[config.mk]
export PLATFORM = sky130hd
export DESIGN_NAME = control_pipe
export DESIGN_NICKNAME = d
export VERILOG_FILES = /design/src/rtl/control_pipe.sv
export SDC_FILE = /design/constraint.sdc
export NUM_CORES = 1
export LEC_CHECK = 0
export BUFFER_PORTS_ARGS = -buffer_cell sky130_fd_sc_hd__buf_2
export CAP_MARGIN = 20
export CORE_ASPECT_RATIO = 2
export CORE_MARGIN = 2
export CORE_UTILIZATION = 36
export CTS_CLUSTER_DIAMETER = 60
export DETAILED_ROUTE_END_ITERATION = 6
export PLACE_DENSITY = 0.72
export SLEW_MARGIN = 20
export SYNTH_ARGS = -nofsm -noshare
export SYNTH_HDL_FRONTEND = slang
export SYNTH_SLANG_ARGS = --single-unit
[constraint.sdc]
create_clock -name clk -period 1.51 [get_ports clk]
set_input_delay 0.0755 -clock clk [delete_from_list [all_inputs] [get_ports clk]]
set_output_delay 0.0755 -clock clk [all_outputs]
set_load 0.02 [all_outputs]
[src/rtl/control_pipe.sv]
// rtl/control_pipe.sv - ID decode plus EX/MEM/WB control pipeline with branch flush and load-use stall.
// Decodes the ID opcode, carries control through EX/MEM/WB, resolves BT in EX and inserts load-use bubbles.
module control_pipe #(
  parameter int REG_ADDR_W       = 4,
  parameter int LOAD_USE_BUBBLES = 1
) (
  input  logic                  clk,
  input  logic                  reset,
  input  logic                  id_valid,
  input  logic [3:0]            id_opcode,
  input  logic [REG_ADDR_W-1:0] id_rd,
  input  logic [REG_ADDR_W-1:0] id_ra,
  input  logic [REG_ADDR_W-1:0] id_rb,
  input  logic                  ex_cmp_result,
  output logic                  id_re_a,
  output logic                  id_re_b,
  output logic                  stall_o,
  output logic                  flush_o,
  output logic                  ex_valid,
  output logic [1:0]            ex_sel_b,
  output logic [3:0]            ex_alu_ctrl,
  output logic                  ex_cmp_en,
  output logic                  ex_branch,
  output logic                  mem_valid,
  output logic                  mem_we,
  output logic                  mem_re,
  output logic                  wb_valid,
  output logic                  wb_reg_we,
  output logic                  wb_sel_data_out,
  output logic [REG_ADDR_W-1:0] wb_rd
);

  localparam int CNT_W = (LOAD_USE_BUBBLES > 1) ? 2 : 1;
  localparam logic [CNT_W-1:0] CNT_LOAD = CNT_W'(LOAD_USE_BUBBLES);
  localparam logic [CNT_W-1:0] CNT_ONE  = CNT_W'(1);

  localparam logic [3:0] OP_CMP = 4'b1000;
  localparam logic [3:0] OP_NOT = 4'b0110;
  localparam logic [3:0] OP_MOV = 4'b1011;
  localparam logic [3:0] OP_LD  = 4'b1100;
  localparam logic [3:0] OP_ST  = 4'b1101;
  localparam logic [3:0] OP_BT  = 4'b1110;
  localparam logic [3:0] OP_NOP = 4'b1111;

  typedef struct packed {
    logic                  valid;
    logic [1:0]            sel_b;
    logic [3:0]            alu_ctrl;
    logic                  cmp_en;
    logic                  branch;
    logic                  mem_we;
    logic                  mem_re;
    logic                  reg_we;
    logic                  sel_data;
    logic [REG_ADDR_W-1:0] rd;
  } ex_ctrl_t;

  typedef struct packed {
    logic                  valid;
    logic                  mem_we;
    logic                  mem_re;
    logic                  reg_we;
    logic                  sel_data;
    logic [REG_ADDR_W-1:0] rd;
  } mem_ctrl_t;

  typedef struct packed {
    logic                  valid;
    logic                  reg_we;
    logic                  sel_data;
    logic [REG_ADDR_W-1:0] rd;
  } wb_ctrl_t;

  typedef enum logic {S_IDLE, S_STALL} state_t;

  ex_ctrl_t   dec, ex_d, ex_q;
  mem_ctrl_t  mem_d, mem_q;
  wb_ctrl_t   wb_d, wb_q;
  state_t     state_d, state_q;
  logic [CNT_W-1:0] cnt_d, cnt_q;
  logic       flag_d, flag_q;
  logic       re_a, re_b, hazard, taken, insert_bubble;

  always_comb begin
    dec  = '0;
    re_a = 1'b0;
    re_b = 1'b0;
    if (id_valid) begin
      dec.valid    = 1'b1;
      dec.alu_ctrl = id_opcode;
      dec.rd       = id_rd;
      dec.cmp_en   = (id_opcode == OP_CMP);
      dec.branch   = (id_opcode == OP_BT);
      dec.mem_we   = (id_opcode == OP_ST);
      dec.mem_re   = (id_opcode == OP_LD);
      dec.sel_data = (id_opcode == OP_LD);
      dec.sel_b    = (id_opcode == OP_LD) ? 2'b01 : (id_opcode == OP_ST) ? 2'b10 : 2'b00;
      dec.reg_we   = !((id_opcode == OP_CMP) || (id_opcode == OP_ST) ||
                       (id_opcode == OP_BT)  || (id_opcode == OP_NOP));
      re_a = !((id_opcode == OP_MOV) || (id_opcode == OP_BT) || (id_opcode == OP_NOP));
      re_b = !((id_opcode == OP_NOT) || (id_opcode == OP_MOV) || (id_opcode == OP_LD) ||
               (id_opcode == OP_BT)  || (id_opcode == OP_NOP));
    end
  end

  // LD is the only opcode with mem_re, so it doubles as the "EX is a load" test.
  assign taken  = ex_q.valid & ex_q.branch & flag_q;
  assign hazard = (state_q == S_IDLE) & id_valid & ex_q.valid & ex_q.mem_re &
                  ((re_a & (id_ra == ex_q.rd)) | (re_b & (id_rb == ex_q.rd)));

  always_comb begin
    state_d       = state_q;
    cnt_d         = cnt_q;
    insert_bubble = 1'b0;
    unique case (state_q)
      S_IDLE: begin
        if (taken) begin
          insert_bubble = 1'b1;
        end else if (hazard) begin
          state_d       = S_STALL;
          cnt_d         = CNT_LOAD;
          insert_bubble = 1'b1;
        end
      end
      S_STALL: begin
        if (taken) begin
          state_d       = S_IDLE;
          cnt_d         = '0;
          insert_bubble = 1'b1;
        end else if (cnt_q == CNT_ONE) begin
          // last stall cycle: the held ID instruction moves into EX at this edge
          state_d = S_IDLE;
          cnt_d   = '0;
        end else begin
          cnt_d         = cnt_q - CNT_ONE;
          insert_bubble = 1'b1;
        end
      end
      default: begin
        state_d = S_IDLE;
        cnt_d   = '0;
      end
    endcase
  end

  always_comb begin
    ex_d           = insert_bubble ? '0 : dec;
    mem_d.valid    = ex_q.valid;
    mem_d.mem_we   = ex_q.mem_we;
    mem_d.mem_re   = ex_q.mem_re;
    mem_d.reg_we   = ex_q.reg_we;
    mem_d.sel_data = ex_q.sel_data;
    mem_d.rd       = ex_q.rd;
    wb_d.valid     = mem_q.valid;
    wb_d.reg_we    = mem_q.reg_we;
    wb_d.sel_data  = mem_q.sel_data;
    wb_d.rd        = mem_q.rd;
    flag_d         = (ex_q.valid & ex_q.cmp_en) ? ex_cmp_result : flag_q;
  end

  always_ff @(posedge clk or posedge reset) begin
    if (reset) begin
      state_q <= S_IDLE;
      cnt_q   <= '0;
      flag_q  <= 1'b0;
      ex_q    <= '0;
      mem_q   <= '0;
      wb_q    <= '0;
    end else begin
      state_q <= state_d;
      cnt_q   <= cnt_d;
      flag_q  <= flag_d;
      ex_q    <= ex_d;
      mem_q   <= mem_d;
      wb_q    <= wb_d;
    end
  end

  assign id_re_a         = re_a;
  assign id_re_b         = re_b;
  assign flush_o         = taken;
  assign stall_o         = ~taken & (hazard | (state_q == S_STALL));
  assign ex_valid        = ex_q.valid;
  assign ex_sel_b        = ex_q.sel_b;
  assign ex_alu_ctrl     = ex_q.alu_ctrl;
  assign ex_cmp_en       = ex_q.cmp_en;
  assign ex_branch       = ex_q.branch;
  assign mem_valid       = mem_q.valid;
  assign mem_we          = mem_q.mem_we;
  assign mem_re          = mem_q.mem_re;
  assign wb_valid        = wb_q.valid;
  assign wb_reg_we       = wb_q.reg_we;
  assign wb_sel_data_out = wb_q.sel_data;
  assign wb_rd           = wb_q.rd;

endmodule

* After elaboration in Yosys (flattened, before gate mapping)
Index checks and enable logic that the tools add are counted.
** Cells by class
- Bitwise logic cells :: 14
- Add/subtract/negate cells :: 1
- Muxes and demuxes :: 19
- Multipliers :: 0
- Reductions and logical operators :: 13
- Div/mod/pow operators :: 0
- $lt $le $gt $ge :: 0
- Eq/ne operators :: 11
- Shift operators :: 0
** Operators with widths (number)
- two-way mux 17 bit :: 2
- equality test 4 bit (second input constant) :: 6
- two-way mux 1 bit :: 12
- bitwise AND 1 bit :: 10
- logical OR 1 bit :: 9
- equality test 4 bit :: 2
- one-hot mux 1 bit (2 select lines) :: 3
- equality test 4 x 3 -> 1 bit (second input constant) :: 1
- two-way mux 2 bit :: 2
- inequality test 2 bit (second input constant) :: 2
- zero test 1 bit :: 3
- inverter 1 bit :: 2
- bitwise OR 1 bit :: 2
- AND reduction 2 bit :: 1
- subtractor 1 bit (second input constant) :: 1
** Word-level totals
- ROM bits :: 0
- Latch bits :: 0
- Input bits :: 20
- Output and inout bits :: 23
- Bits in writable memories :: 0
- Memories kept :: 0
- Register bits :: 36
- Logic and storage cells :: 81

* Depth between registers and ports, before layout
Gate-level depths: netlist of run 1.
- Depth in word-level cells :: 14
- Gate-level depth with buffers :: 5
- Depth with buffers taken out :: 4

* Worst setup path after synthesis of run 1
Ideal clock, no wire load.
- Kind :: register -> register
- From :: register ex_q (netlist bit ex_valid)
- To :: register ex_q (netlist bit ex_alu_ctrl[0])
- Required time :: 1.372 ns
- Path buffers :: 1
- Period minus slack after synthesis :: 1.438 ns
- Setup time :: 0.138 ns
- Cell stages (with the launch flop) :: 5
- Arrival time :: 1.300 ns
- Setup slack :: 0.072 ns
- Cells stage by stage :: dfrtp_1 > nand3_1 > nor2_1 > clkbuf_1 > a211oi_1
** RTL lines
- start, declared :: line 76 : ex_ctrl_t dec, ex_d, ex_q;
- start signal, assigned :: line 166 : ex_q <= '0;
- start signal, assigned :: line 173 : ex_q <= ex_d;

* Worst setup path in the final report of run 1
- From :: register ex_q[1] (netlist name)
- To :: output port stall_o
** Between the ends
- Cells in the longest elaborated chain, start to end :: 6
- Elaborated cells on any way between the ends :: 8
- Those cells by class :: eq/ne: 2; bitwise: 6
** RTL lines
- equality test 4 bit :: line 109 : ((re_a & (id_ra == ex_q.rd)) | (re_b & (id_rb == ex_q.rd)));
- bitwise AND 1 bit :: line 109
- bitwise OR 1 bit (*) :: line 109
- bitwise AND 1 bit (*) :: line 108 : assign hazard = (state_q == S_IDLE) & id_valid & ex_q.valid & ex_q.mem_re &
- bitwise OR 1 bit (*) :: line 182 : assign stall_o = ~taken & (hazard | (state_q == S_STALL));
- bitwise AND 1 bit (*) :: line 182
- end, declared :: line 17 : output logic stall_o,
Mark *: on every way between the ends. The rest lies on a longest branch, timed or not.

==> results of run 1 <==
[synth_stat cells (2+ instances only)]
master,instances
sky130_fd_sc_hd__a2111oi_1,2
sky130_fd_sc_hd__nor4_1,2
sky130_fd_sc_hd__nor3_1,2
sky130_fd_sc_hd__inv_1,11
sky130_fd_sc_hd__a211oi_1,9
sky130_fd_sc_hd__a21oi_1,2
sky130_fd_sc_hd__buf_4,6
sky130_fd_sc_hd__clkbuf_1,2
sky130_fd_sc_hd__dfrtp_1,33
sky130_fd_sc_hd__nand2_1,2
sky130_fd_sc_hd__nand3_1,4
sky130_fd_sc_hd__a2111oi_2,2
sky130_fd_sc_hd__xor2_1,8
sky130_fd_sc_hd__nor2_1,4
[path summary, 6_finish.rpt]
kind | slack [ns] | endpoint | startpoint | cells after the start
min | 0.02 | ex_q[1] | id_rd[1] | 3
min reg2reg | 0.34 | wb_reg_we | mem_q[5] | 0
min in group asynchronous | 0.42 | wb_reg_we | reset | 4
max | -0.16 | stall_o | ex_q[1] | 5
max reg2reg | -0.14 | ex_q[0] | ex_q[1] | 6
max in group asynchronous | 0.81 | mem_q[1] | reset | 4
[critical path: cells and delay by family (launching register included)]
family	cells	cell delay (ns)
AOI/OAI and AO/OA	2	0.45
xor gates and xnor gates	1	0.24
buffers and inverters	1	0.12
DFF	1	0.43
and+or+nand+nor	1	0.06
[stage by stage]
step	std cells	hold slack, ns
2_1_floorplan	101	0.145
3_3_place_gp	188	0.164
3_5_place_dp	188	0.181
4_1_cts	198	0.0141
5_1_grt	198	0.0188
6_report	198	0.0200
[what timing repair did]
action,4_1_cts,5_1_grt
setup buffers,2,0
hold endpoints to repair,33,0
cloned,0,0
pin swaps,5,3
resized for setup,6,1
hold buffers,1,0
endpoints found under the setup margin,8,17
[sequential cells by signal, indices dropped and copies added (netlist names), 4 cells and up]
name	cells
ex_alu_ctrl	4
mem_q	5
wb_rd	4
ex_q	7
[kinds of logic after synthesis]
kind of cell,Yosys count
xor+xnor,8
compound gates,22
buf+inv,20
flops,33
mux,2
simple gates,16
[power by group]
part,total [W],internal [W],switching [W]
Sequential,0.000966,0.000938,0.0000285
Clock,0.000644,0.000361,0.000283
Combinational,0.000228,0.0000988,0.000130
Total,0.00184,0.00140,0.000441
[final cells by class]
class,instances,area [um2],area share [%]
clock buffers,7,86.3,5.07
inverters,11,41.3,2.43
multi-input cells,48,402,23.6
flip-flops and latches,33,826,48.5
well taps,48,60.1,3.53
repair buffers,51,287,16.8
[routing by layer]
| metal | vias to the layer above | global-route usage (%) |
|---|---|---|
| met4 | 0 | 12.5 |
| met5 | - | 0 |
| met1 | 459 | 12.9 |
| met2 | 34 | 24.9 |
| li1 | 440 | - |
| met3 | 12 | 4.44 |
==> results.txt, run 1 <==
The final standard cell utilization of the core came out at 49.8%. The multiplexer share of the synthesized area is between 1.5 and 2%. The critical path goes through xor2_1 -> nor4_2 -> a22o_4 -> a22o_4 -> buf_6. Clock-pin slew was measured on the worst setup and hold paths at 0.06 ns.

The endpoint kind of the worst setup timing path is an output port. The final reports fail on negative setup slack. The synthesized netlist net count came out at ~120. In this run the deepest clock path goes through 2 buffers.

The global-route total usage across every layer is 14.6%. In the finished design, the share of the clock period the worst path needs comes to 110%. The die height is 89.0 um. The number of diodes is 0. TritonCTS built the clock tree. The tool flagged a number of max-cap violations equal to 0. The setup slack at placement is -0.0534 ns.

The setup clock skew after layout came out at 0.00351 ns. The cell area after layout is 1700 um2. Before antenna repair, the detailed router went through 4 iterations. The area growth from synthesis to layout is 30.9%. The half-perimeter wire length of the detailed placement result is 2.06 mm. The ratio of total power to cell area came out at 1080 nW/um2.

The antenna violation net count after detailed routing is 0. The wire length on met2 came out at 1.54 mm. The final count of pins violating max slew is 0. The share of post-route cells with drive strength above 1 is 45.3%. In the routed layout, each cell is associated on average with a via count of 4.77.

The type of origin of the critical path is a flop. The critical path is of the flop to output port type. The number of sinks driven by the clock tree is 33. Along the worst path, the maximum fanout reaches 3. Of the total synthesized cell area, the portion taken by XOR and XNOR cells is between 5 and 6%. Counting distinct cell types in the post-synthesis netlist gives 26. The insertion delay of the later-clocked pin in the worst-skew pair came out at 0.28 ns.

The global placement routability congestion came out at 0.832. In the layout the commonest cells are sky130_fd_sc_hd__buf_2, sky130_fd_sc_hd__dfrtp_1, sky130_fd_sc_hd__inv_1. The buffer cell driving the clock tree root is sky130_fd_sc_hd__clkbuf_8. Among the stages of the critical path, the cell type that occurs most often is sky130_fd_sc_hd__a22o_4. The area of the mapped netlist came out at ~1300 um2. The placement row count came out at 30. The initial cell density of the core came out at 38.1%.

The number of clock buffers inserted by TritonCTS is 5. The minimum period implied by the final worst setup slack is 1.67 ns. The complex-gate fraction of the synthesized area is between 10% and 20%.

Sequential elements use 63.5% of the synthesized area. The number of global-route vias before repair came to 936. The first-pass GRT wire length came out at 4.13 mm. The most used flip-flop cell after synthesis is sky130_fd_sc_hd__dfrtp_1. sky130_fd_sc_hd__dfrtp_1 takes more of the synthesized area than any other cell. Synthesis handed over a netlist of 101 instances. In this run, the number of DRC markers left after iteration 0 of detailed routing was 7. The largest individual stage delay along the critical path comes from the cell sky130_fd_sc_hd__dfrtp_1. A synthesized cell averages 12.9 um2. Setup violations remaining at the end of the flow were counted as 13.

43 I/O pins were placed. The initial antenna violation count was 0. The final routed DRC violation total is 0. The detailed router put a total of 874 um of wire on met1. The maximum level of the CTS H-tree came out at 2. The net count of the finished layout is 170. At the pin with the least slew margin, the transition time is roughly 0.4 ns. After floorplanning, the core was sized to cover 3420 um2. The fraction of the mapped netlist area in adder cells came out at 0%. The proportion of netlist area held by the largest area contributor is between 60 and 70%.

The accumulated negative setup slack is -1.42 ns. The count of flip-flops with a built-in enable after synthesis came out at 0. The post-synthesis share of cell area spent on and, or, nand and nor gates is 5.97%. In the post-route analysis, the smallest setup slack over all paths is -0.157 ns. The met3 layer wire length in the routed design is about 160 um. The flow ran to the end, but the final reports show violations. In this design, the stage delay of the slowest critical-path cell is 0.43 ns. The maximum operating frequency came out at 0.600 GHz. By area the synthesized netlist is led by sky130_fd_sc_hd__dfrtp_1, sky130_fd_sc_hd__xor2_1, sky130_fd_sc_hd__a211oi_1, sky130_fd_sc_hd__buf_4, sky130_fd_sc_hd__inv_1. The maximum resistive drop on vdd is 636 uV. The placed instance area is 1550 um2.

The total wire length after detailed routing is ~2.7 mm. The highest metal layer carrying signal wires in the routed design is met4. The dominant combinational cell family by area after synthesis is compound AO/OA/AOI/OAI gates. The total power is 0.00184 W. The Yosys step of the flow raised 0 warnings. The number of filler cells placed in the layout is about 300. The number of port buffers is 42.

The total overflow left after global routing is 0. The worst hold path belongs to the class primary input to flop. The die covers about 4100 um2.

In this run the horizontal extent of the chip is 46.5 um. The leakage power total is 0.891 nW. At the worst endpoint, the required time is between 1 and 1.5 ns. Setup repair after global routing could not meet its margin everywhere. Headroom to the max-slew limit came out at 73.7%.

The via count is 945. In this run, synthesis produced a sequential element count of 33. The count of final hold-check violations came to 0.

The arrival time of data at the critical path endpoint is roughly 1.6 ns. The most frequent standard cell in the layout excluding fill and tap cells is sky130_fd_sc_hd__buf_2. In the synthesized netlist the async set-or-reset flop fraction comes to 100%. The pin count of the biggest net entering global routing came out at 34. The detail-routed net length per standard cell came out at approximately 14 um.
(Power assumes the default switching activity.)
==> run 2: changes to the inputs <==
--- a/config.mk
+++ b/config.mk
@@ -10,6 +10,7 @@
 export CORE_ASPECT_RATIO = 2
 export CORE_MARGIN = 2
 export CORE_UTILIZATION = 36
+export CTS_BUF_LIST = sky130_fd_sc_hd__clkbuf_16
 export CTS_CLUSTER_DIAMETER = 60
 export DETAILED_ROUTE_END_ITERATION = 6
 export PLACE_DENSITY = 0.72
==> results.txt, run 2 (synthesis results as in run 1) <==
The flow ran to the end, but the final reports show violations. The final reports fail on negative setup slack. The total setup violations reported at the end of the flow came to 15 (+2). The remaining global-route overflow is 0 (unchanged). The slew at the pin with the worst max-slew slack came out at 0.396 ns (+0.000969 ns). The floorplan die area came to 4140 um2 (unchanged). The critical path goes through xor2_2 -> nor4_4 -> a22o_4 -> a22o_4 -> buf_6.

The number of buffers on the longest clock path is 2 (unchanged). The arrival time of data at the critical path endpoint is 1.60 ns (about the same). The placement row count is 30 (unchanged). The global routing met2 resource utilization came out at 27.9% (+3.0 points).

The delay of the slowest cell on the worst path came to 0.42 ns (about the same). The final worst-path setup slack came out at -0.166 ns (-0.00899 ns). The cell family contributing the most delay on the critical path is compound AO/OA/AOI/OAI gates. The die height came to 89.0 um (unchanged). The maximum level of the CTS H-tree came out at 2 (unchanged).

The final routed DRC violation total is 0 (unchanged). The initial cell density of the core came to 38.1% (unchanged). The final standard cell utilization of the core came out at 54.1% (+4.2 points). The via count is 952 (+0.74%). The antenna violation net count after detailed routing came to 0 (unchanged). In this run the worst hold path is classified as primary input to flop. The setup clock skew after layout came out at 0.00580 ns (+0.00229 ns). The ratio of routed vias to standard cells is 4.78 (+0.23%).

The global-route total usage across every layer is 15.9% (+1.3 points). The number of filler cells placed in the layout came to 280 (-6.4%). The number of sinks driven by the clock tree came to 33 (unchanged). The width of the chip came to 46.5 um (unchanged). The leakage power total came out at 0.931 nW (+4.5%).

The area growth from synthesis to layout came out at 42.1%. The tightest slew margin relative to the limit came out at 73.6% (about the same). The core area came out at 3420 um2 (unchanged).

The detail-routed net length per standard cell came out at 14.6 um (+6.6%). The maximum operating frequency came out at 0.597 GHz (-0.54%). The insertion delay of the later-clocked pin in the worst-skew pair came out at 0.27 ns (about the same). The global placement routability congestion came out at 0.832 (unchanged).

The buffer cell driving the clock tree root is sky130_fd_sc_hd__clkbuf_16. The number of clock buffers inserted by TritonCTS is 5 (unchanged). Counting stages on the worst path, the most repeated cell is sky130_fd_sc_hd__a22o_4. The ratio of total power to cell area is 1160 nW/um2 (+7.2%). The global-route track usage on met3 is 5.05% (+0.61 points). The part of the cycle the worst path needs came out at 111% (+0.60 points).

The total iterations of the first detailed-routing run is 4 (unchanged). The register bank with the most flops is ex_q. The total wire length after detailed routing is 2.91 mm (+7.2%). The detailed router's first-iteration violation count came out at 15 (+8). TritonCTS built the clock tree. The clock transition at the registers of the reported paths came out at 0.05 ns (about the same). The final count of pins violating max slew was 0 (unchanged).

The highest-delay cell along the critical path is sky130_fd_sc_hd__dfrtp_1. The pin count of the biggest net entering global routing came out at 34 (unchanged). The endpoint kind of the worst setup timing path is an output port. The total power is 0.00214 W (+16%). Setup repair after global routing could not meet its margin everywhere.

The worst setup path is launched from a flop. The number of global-route vias before repair is 957 (+2.2%). The largest registers in the layout are ex_q: 7 flops, mem_q: 5 flops. The share of post-route cells with drive strength above 1 came to 49.0% (+3.7 points). The half-perimeter wire length of the detailed placement result was 2.06 mm (unchanged). The flip-flop count of the largest register after layout came out at 7 (unchanged). The count of final hold-check violations came to 0 (unchanged). The net count of the finished layout is 171 (+0.59%). The area of combinational cells with multiple inputs is 485 um2 (+21%).

The initial antenna violation count was 0 (unchanged). The sequential standard cell area came out at 826 um2 (unchanged). The first-pass GRT wire length is 4.45 mm (+7.9%). The number of port buffers came out at 42 (unchanged).

The largest fanout on the critical path came to 3 (unchanged). The met1 track utilization from global routing is 14.9% (+2.0 points). The accumulated negative setup slack is -1.22 ns (+0.199 ns).

The sum of buffers and inverters on the critical path came out at 1 (unchanged). The number of top-level pins is 43 (unchanged). The critical path in this run is classified as flop to output port. The setup slack at placement came to -0.0534 ns (unchanged). The reported max-cap violation count came out at 0 (unchanged). The most utilized layer in the global route result is met2.

The required time of the worst setup path is 1.43 ns (about the same). The instance count after placement with tap cells included is 188 (unchanged). The number of standard cells in the layout, taps in and fillers out is 199 (+0.51%). Leaving out fill and tap cells, the most frequent cell in the layout is sky130_fd_sc_hd__buf_2. The number of diodes came to 0 (unchanged). The minimum period implied by the final worst setup slack is 1.68 ns (+0.00899 ns). In the layout the commonest cells are sky130_fd_sc_hd__buf_2, sky130_fd_sc_hd__dfrtp_1, sky130_fd_sc_hd__inv_1. The maximum resistive drop on vdd is 1060 uV (+66%).
-- run 2: changes by cell type in the layout (fill, tap and decap cells not counted), sizes merged --
cell	previous run	this run
buf	50	51
inv	11	12
clkinv	0	1
clkbuf	7	5
-- run 2: final timing paths --
kind	from	to	slack [ns]	depth (start not counted)
hold reg to reg	mem_q[5]	wb_reg_we	0.34	0
max in group asynchronous	reset	state_q	0.80	4
hold / removal	id_rd[1]	ex_q[1]	0.03	3
setup / recovery	ex_q[3]	stall_o	-0.17	5
setup reg to reg	ex_q[0]	ex_q[3]	-0.10	6
min in group asynchronous	reset	ex_alu_ctrl[2]	0.42	4
-- run 2: routing by layer --
layer,part of all wire (%),wire (um)
met2,59,1700
met5,0,0
met1,33,965
met3,5.4,157
met4,2.8,80
-- run 2: tightest hold or removal path, delay by kind of cell --
kind / cells / cell delay, ns
buffers and inverters: 2 / 0.13
AO/OA/AOI/OAI: 1 / 0.04
-- run 2: power by group --
group | total [W] | internal, W | switching, W
clock | 0.000916 | 0.000587 | 0.000329
sequential | 0.000970 | 0.000940 | 0.0000304
combinational | 0.000254 | 0.000109 | 0.000146
total | 0.00214 | 0.00164 | 0.000505
-- run 2: stage by stage --
stage | instance area [um2] | hold WS [ns]
after floorplan | 1300 | 0.145
after global placement | 1550 | 0.164
after detailed placement | 1550 | 0.181
after CTS | 1800 | 0.0243
after global routing | 1850 | 0.0306
final | 1850 | 0.0251
-- run 2: area by class of cell --
cell class / count / area share [%]
repair buffers: 52 / 16.3
clock inverters: 2 / 0.407
flip-flops and latches: 33 / 44.7
well taps: 48 / 3.25
inverters: 11 / 2.24
clock buffers: 5 / 6.78
multi-input cells: 48 / 26.3
-- run 2: repair_timing --
action / CTS / global route
endpoints found under the setup margin: 11 / 17
hold buffers: 1 / 0
pin swaps: 6 / 4
buffers inserted: 3 / 0
resized for setup: 12 / 7
endpoints found under the hold margin: 33 / 0
